`config.mk`:
```
export PLATFORM = sky130hd
export DESIGN_NAME = req_grant_arbiter8
export DESIGN_NICKNAME = d
export VERILOG_FILES = /design/src/rtl/arb_pkg.sv /design/src/rtl/arb_prio_pick8.sv /design/src/rtl/req_grant_arbiter8.sv
export SDC_FILE = /design/constraint.sdc
export NUM_CORES = 1
export LEC_CHECK = 0
export CORE_UTILIZATION = 46
export CTS_CLUSTER_DIAMETER = 150
export DETAILED_ROUTE_END_ITERATION = 10
export DONT_BUFFER_PORTS = 1
export GPL_TIMING_DRIVEN = 0
export SLEW_MARGIN = 10
export SYNTH_ARGS = -nofsm -noshare
export SYNTH_HDL_FRONTEND = slang
export SYNTH_SLANG_ARGS = --single-unit
```
`constraint.sdc`:
```
create_clock -name clk -period 2.5 [get_ports clk]
set_input_delay 0.125 -clock clk [delete_from_list [all_inputs] [get_ports clk]]
set_output_delay 0.125 -clock clk [all_outputs]
set_load 0.05 [all_outputs]
```
`src/rtl/arb_pkg.sv`:
```
// arb_pkg: shared types and sizes for the 8-requester grant arbiter.
//   N_REQ   number of requesters (fixed at 8)
//   ID_W    width of an encoded requester index
//   state_t arbiter FSM state {IDLE, BUSY}
//   grant_t one bit per requester
//   id_t    encoded requester index
package arb_pkg;
  localparam int N_REQ = 8;
  localparam int ID_W  = 3;

  typedef enum logic {IDLE, BUSY} state_t;
  typedef logic [N_REQ-1:0] grant_t;
  typedef logic [ID_W-1:0]  id_t;
endpackage

```
`src/rtl/arb_prio_pick8.sv`:
```
// arb_prio_pick8: combinational circular priority picker.
// Search order is start, start-1, ... wrapping 0->7, so the first set bit
// met in that order wins. With start=7 it is a plain highest-bit-wins encoder.
//   vec    in  candidate request vector
//   start  in  index searched first
//   id     out encoded winner (0 when none)
//   onehot out one-hot winner (0 when none)
//   any    out some bit of vec is set
module arb_prio_pick8
  import arb_pkg::*;
(
  input  grant_t vec,
  input  id_t    start,
  output id_t    id,
  output grant_t onehot,
  output logic   any
);
  id_t idx;

  always_comb begin
    id     = '0;
    onehot = '0;
    any    = 1'b0;
    idx    = '0;
    // Walk the order backwards so the earliest hit in search order is the
    // last assignment and therefore wins.
    for (int k = N_REQ-1; k >= 0; k--) begin
      idx = start - id_t'(k);
      if (vec[idx]) begin
        id     = idx;
        onehot = grant_t'(1) << idx;
        any    = 1'b1;
      end
    end
  end
endmodule

```
`src/rtl/req_grant_arbiter8.sv`:
```
// req_grant_arbiter8: shares one resource between 8 requesters.
// Registered one-hot grant held while the owner keeps requesting; a tenure
// is cut after MAX_HOLD cycles (0 = unlimited), the cut owner is masked
// until it drops req for a cycle. No preemption of an active tenure.
// Build option: RR_ROTATE_EN selects round-robin instead of fixed priority
// (bit 7 highest).
//   clk       in  rising-edge clock
//   rst_n     in  synchronous active-low reset
//   req[7:0]  in  level request lines
//   gnt[7:0]  out one-hot registered grant, 0 when idle
//   gnt_id    out encoded owner, 0 when idle
//   gnt_valid out a grant is held
//   timeout   out one-cycle pulse when a tenure is cut by MAX_HOLD
module req_grant_arbiter8
  import arb_pkg::*;
#(
  parameter int unsigned MAX_HOLD = 16,
  parameter int unsigned CNT_W    = 5
) (
  input  logic            clk,
  input  logic            rst_n,
  input  logic [N_REQ-1:0] req,
  output logic [N_REQ-1:0] gnt,
  output logic [ID_W-1:0]  gnt_id,
  output logic            gnt_valid,
  output logic            timeout
);
  localparam logic [CNT_W-1:0] HOLD_LAST =
    (MAX_HOLD == 0) ? '0 : CNT_W'(MAX_HOLD - 1);

  state_t           state, state_n;
  grant_t           gnt_n, mask, mask_set, eff, pick_oh;
  id_t              id_n, pick_id, start;
  logic [CNT_W-1:0] hold_cnt, cnt_n;
  logic             to_n, pick_any;

  assign eff = req & ~mask;

`ifdef RR_ROTATE_EN
  id_t last_id;
  // Start just below the previous winner so it is searched last.
  assign start = last_id - id_t'(1);
`else
  assign start = id_t'(N_REQ-1);
`endif

  arb_prio_pick8 u_pick (
    .vec    (eff),
    .start  (start),
    .id     (pick_id),
    .onehot (pick_oh),
    .any    (pick_any)
  );

  always_comb begin
    state_n  = state;
    gnt_n    = gnt;
    id_n     = gnt_id;
    cnt_n    = hold_cnt;
    to_n     = 1'b0;
    mask_set = '0;
    case (state)
      IDLE: begin
        gnt_n = '0;
        id_n  = '0;
        if (pick_any) begin
          gnt_n   = pick_oh;
          id_n    = pick_id;
          cnt_n   = '0;
          state_n = BUSY;
        end
      end
      BUSY: begin
        if (!req[gnt_id]) begin
          gnt_n   = '0;
          id_n    = '0;
          state_n = IDLE;
        end else if (MAX_HOLD != 0 && hold_cnt == HOLD_LAST) begin
          gnt_n            = '0;
          id_n             = '0;
          state_n          = IDLE;
          to_n             = 1'b1;
          mask_set[gnt_id] = 1'b1;
        end else if (hold_cnt != '1) begin
          cnt_n = hold_cnt + CNT_W'(1);
        end
      end
      default: state_n = IDLE;
    endcase
  end

  always_ff @(posedge clk) begin
    if (!rst_n) begin
      state    <= IDLE;
      gnt      <= '0;
      gnt_id   <= '0;
      hold_cnt <= '0;
      timeout  <= 1'b0;
      mask     <= '0;
    end else begin
      state    <= state_n;
      gnt      <= gnt_n;
      gnt_id   <= id_n;
      hold_cnt <= cnt_n;
      timeout  <= to_n;
      // Clear on a sampled low req; a same-cycle set wins.
      mask     <= (mask & req) | mask_set;
    end
  end

`ifdef RR_ROTATE_EN
  always_ff @(posedge clk) begin
    if (!rst_n)                      last_id <= '0;
    else if (state == IDLE && pick_any) last_id <= pick_id;
  end
`endif

  assign gnt_valid = (state == BUSY);
endmodule
```
==> results.json <==
{
  "finalClockSkew_ns": 0.00184,
  "hpwl_um": 2040,
  "met3_usage": 0.0480,
  "min_path_type": "in -> reg",
  "end_kind": "flip-flop",
  "yosysTopAreaCellShare": 0.421,
  "clk_pin_slew_ns": 0.14,
  "die_x_um": 53.8,
  "seq_area_frac_synth": 0.421,
  "grt_pass1_vias": 1032,
  "start_util": 0.494,
  "r2r-start": "gnt_id[0]$_SDFFE_PN0P_",
  "finalCriticalPeriod_ns": 2.22,
  "root_buffer": "clkbuf_4",
  "synth_flop_cell": "dfxtp_1",
  "grt_use_met2": 0.350,
  "clk_latency_ns": 0.33,
  "fp.coreArea_mm2": 0.00250,
  "min-delay-start": "rst_n",
  "fill_cells": 248,
  "synth_nets": 153,
  "max_slew_margin": 0.548,
  "slowest_delay_ns": 0.68,
  "fin_crit_sh": 0.888,
  "clock_sinks": 26,
  "final_max_slew_viol_count": 0,
  "use_met1": 0.286,
  "setup_viol": 0,
  "yosysUniqueCellTypes": 31,
  "status": "completed",
  "synth_most_common_cell": "dfxtp_1",
  "critPathSlowestCell": "dfxtp_1",
  "reg2reg_depth": 5,
  "grt_pass1_wl_um": 4600,
  "hold_depth": 2,
  "synth-async-reset-ratio": 0,
  "wire_per_inst_um": 16.0,
  "crit_path_start_kind": "flip-flop",
  "total_power_uw": 807,
  "diodes": 0,
  "rows": 18,
  "gp_congestion": 0.808,
  "hold_violations": 0,
  "grtUsageTotal": 0.222,
  "gr-max-usage-layer": "met2",
  "syn_to_final_growth_pct": 12.5,
  "rrSetupSlack_ns": 0.28,
  "grt_remaining_overflow": 0,
  "dr.first_iter.drc_count": 15,
  "cts_tree": "done",
  "drc": 0,
  "vias": 1090,
  "wl_um": 2910,
  "numCtsBuffers": 3,
  "avgSynthCellArea_um2": 8.82,
  "setup_tns_ns": 0,
  "irDropWorstVdd_mv": 0.346,
  "viasPerCell": 5.99,
  "firstDrtPassIters": 4,
  "worstHoldEndpoint": "hold_cnt[3]$_SDFFE_PN0P_",
  "cts-htree-levels": 1,
  "synth_top_area_cell": "dfxtp_1",
  "cts_setup_buffers": 0,
  "crit_chain": "buf_6 -> mux2i_1 -> o22ai_2 -> o211ai_1 -> o31ai_1",
  "antenna_found_initial": 0,
  "reg2reg_to": "mask[3]$_SDFF_PN0_",
  "worst_slew_pin_slew_ns": 0.677,
  "ant_nets": 0,
  "final_layout_size_suffix_gt1_frac": 0.0658,
  "rsz0062_at_grt": "no",
  "p_leak_nw": 0.516,
  "synthTopCellsByArea": "dfxtp_1 42%, nand2_1 6.1%, nand2b_1 5.1%",
  "syn_area_mm2": 0.00123,
  "synth_enable_flop_cells": 0,
  "drv_cap": 0,
  "dieHeight_um": 53.8,
  "fin_nets": 166,
  "port_buffers": 0,
  "grt_max_degree": 15,
  "yosys_warnings": 0,
  "fmax_mhz": 450,
  "cp.required_ns": 2.71,
  "netlist_top_cells_count": "26 x dfxtp_1, 20 x nand2_1, 10 x nand2b_1, 10 x nor2_1, 8 x nand3_1",
  "clock_path_buffers": 2,
  "layout_setup_ws_ns": 0.280,
  "powerDensity_mw_per_mm2": 581,
  "dieArea_mm2": 0.00290,
  "worstPathMaxFanout": 7,
  "arrival_ns": 2.43,
  "io_pins": 23,
  "fin_hold_ws_ns": 0.0112,
  "critPathKind": "reg -> reg",
  "dpl_worst_slack_ns": 0.372,
  "ys_seq_elements": 26,
  "syn-instance-count": 140
}
==> sequential cells by signal (all words and copies together), names as in the netlist <==
| signal | flops |
|---|---|
| gnt | 8 |
| gnt_id | 3 |
| gnt_valid | 1 |
| hold_cnt | 5 |
| mask | 8 |
| timeout | 1 |
==> layout make-up <==
cell class | instances | area [um^2] | share of cell area
repair buffers | 8 | 80.1 | 0.0577
clock buffers | 4 | 36.3 | 0.0261
inverters | 6 | 22.5 | 0.0162
flip-flops and latches | 26 | 520 | 0.375
plain buffers | 4 | 23.8 | 0.0171
multi-input cells | 104 | 668 | 0.481
well taps | 30 | 37.5 | 0.0270
==> per-stage QoR <==
step / cells / area, um^2 / utilization
4_1_cts: 182 / 1390 / 0.556
5_1_grt: 182 / 1390 / 0.556
2_1_floorplan: 140 / 1230 / -
3_3_place_gp: 170 / 1270 / 0.509
3_5_place_dp: 170 / 1270 / 0.509
6_report: 182 / 1390 / 0.556
==> layer usage <==
metal  share of wire  routed length, um
met1            0.48               1390
met2            0.44               1280
met3           0.059                173
met4           0.021                 62
met5               0                  0
==> critical path, delay by kind of cell (launching register included) <==
kind | cells | cell delay [ns]
flops | 1 | 0.68
buf+inv | 1 | 0.21
compound gates | 3 | 0.90
mux | 1 | 0.31
==> placed cells by master (no fill, tap or decap), types with 3 or more instances in the layout <==
cell,count
nand4_1,3
inv_1,6
dfxtp_1,26
o31ai_1,6
mux2i_1,5
nor2_1,10
o32ai_1,5
o22ai_1,5
a21oi_1,6
nand3_1,8
clkbuf_4,3
ha_1,3
nor2b_1,5
nand2b_1,10
nand2_1,20
dlygate4sd3_1,8
==> power by group <==
part / total, mW / internal [mW] / leakage (nW) / switching [mW]
sequential: 0.471 / 0.425 / 0.211 / 0.0461
clock: 0.219 / 0.0893 / 0.0210 / 0.129
combinational: 0.117 / 0.0467 / 0.283 / 0.0703
==> repair_timing <==
action                                 CTS  global route
gates resized for setup                  0             0
setup endpoints to repair                0             0
endpoints found under the hold margin   10             0
hold buffers                             8             0
==> logic make-up (layout without fill, tap and decap cells) <==
logic type / after synthesis / count (layout) / share of synthesized area
buffers and inverters: 10 / 22 / 0.0375
xor gates and xnor gates: 2 / 2 / 0.0142
DFF: 26 / 26 / 0.421
adders and majority gates: 3 / 3 / 0.0304
and+or+nand+nor: 59 / 59 / 0.230
AOI/OAI and AO/OA: 35 / 35 / 0.226
muxes: 5 / 5 / 0.0405
==> how the worst max path moves through the flow <==
stage | start | endpoint | slack [ns] | cells after the start
2_1_floorplan | gnt_id[0]$_SDFFE_PN0P_ | mask[0]$_SDFF_PN0_ | 0.66 | 5
6_report | gnt_id[0]$_SDFFE_PN0P_ | mask[3]$_SDFF_PN0_ | 0.28 | 5
3_3_place_gp | gnt_id[0]$_SDFFE_PN0P_ | mask[2]$_SDFF_PN0_ | 0.37 | 5
5_1_grt | gnt_id[0]$_SDFFE_PN0P_ | mask[3]$_SDFF_PN0_ | 0.15 | 5
3_5_place_dp | gnt_id[0]$_SDFFE_PN0P_ | mask[1]$_SDFF_PN0_ | 0.37 | 5
4_1_cts | gnt_id[0]$_SDFFE_PN0P_ | mask[1]$_SDFF_PN0_ | 0.34 | 5
Note: power is estimated with default switching activity, not from simulation.
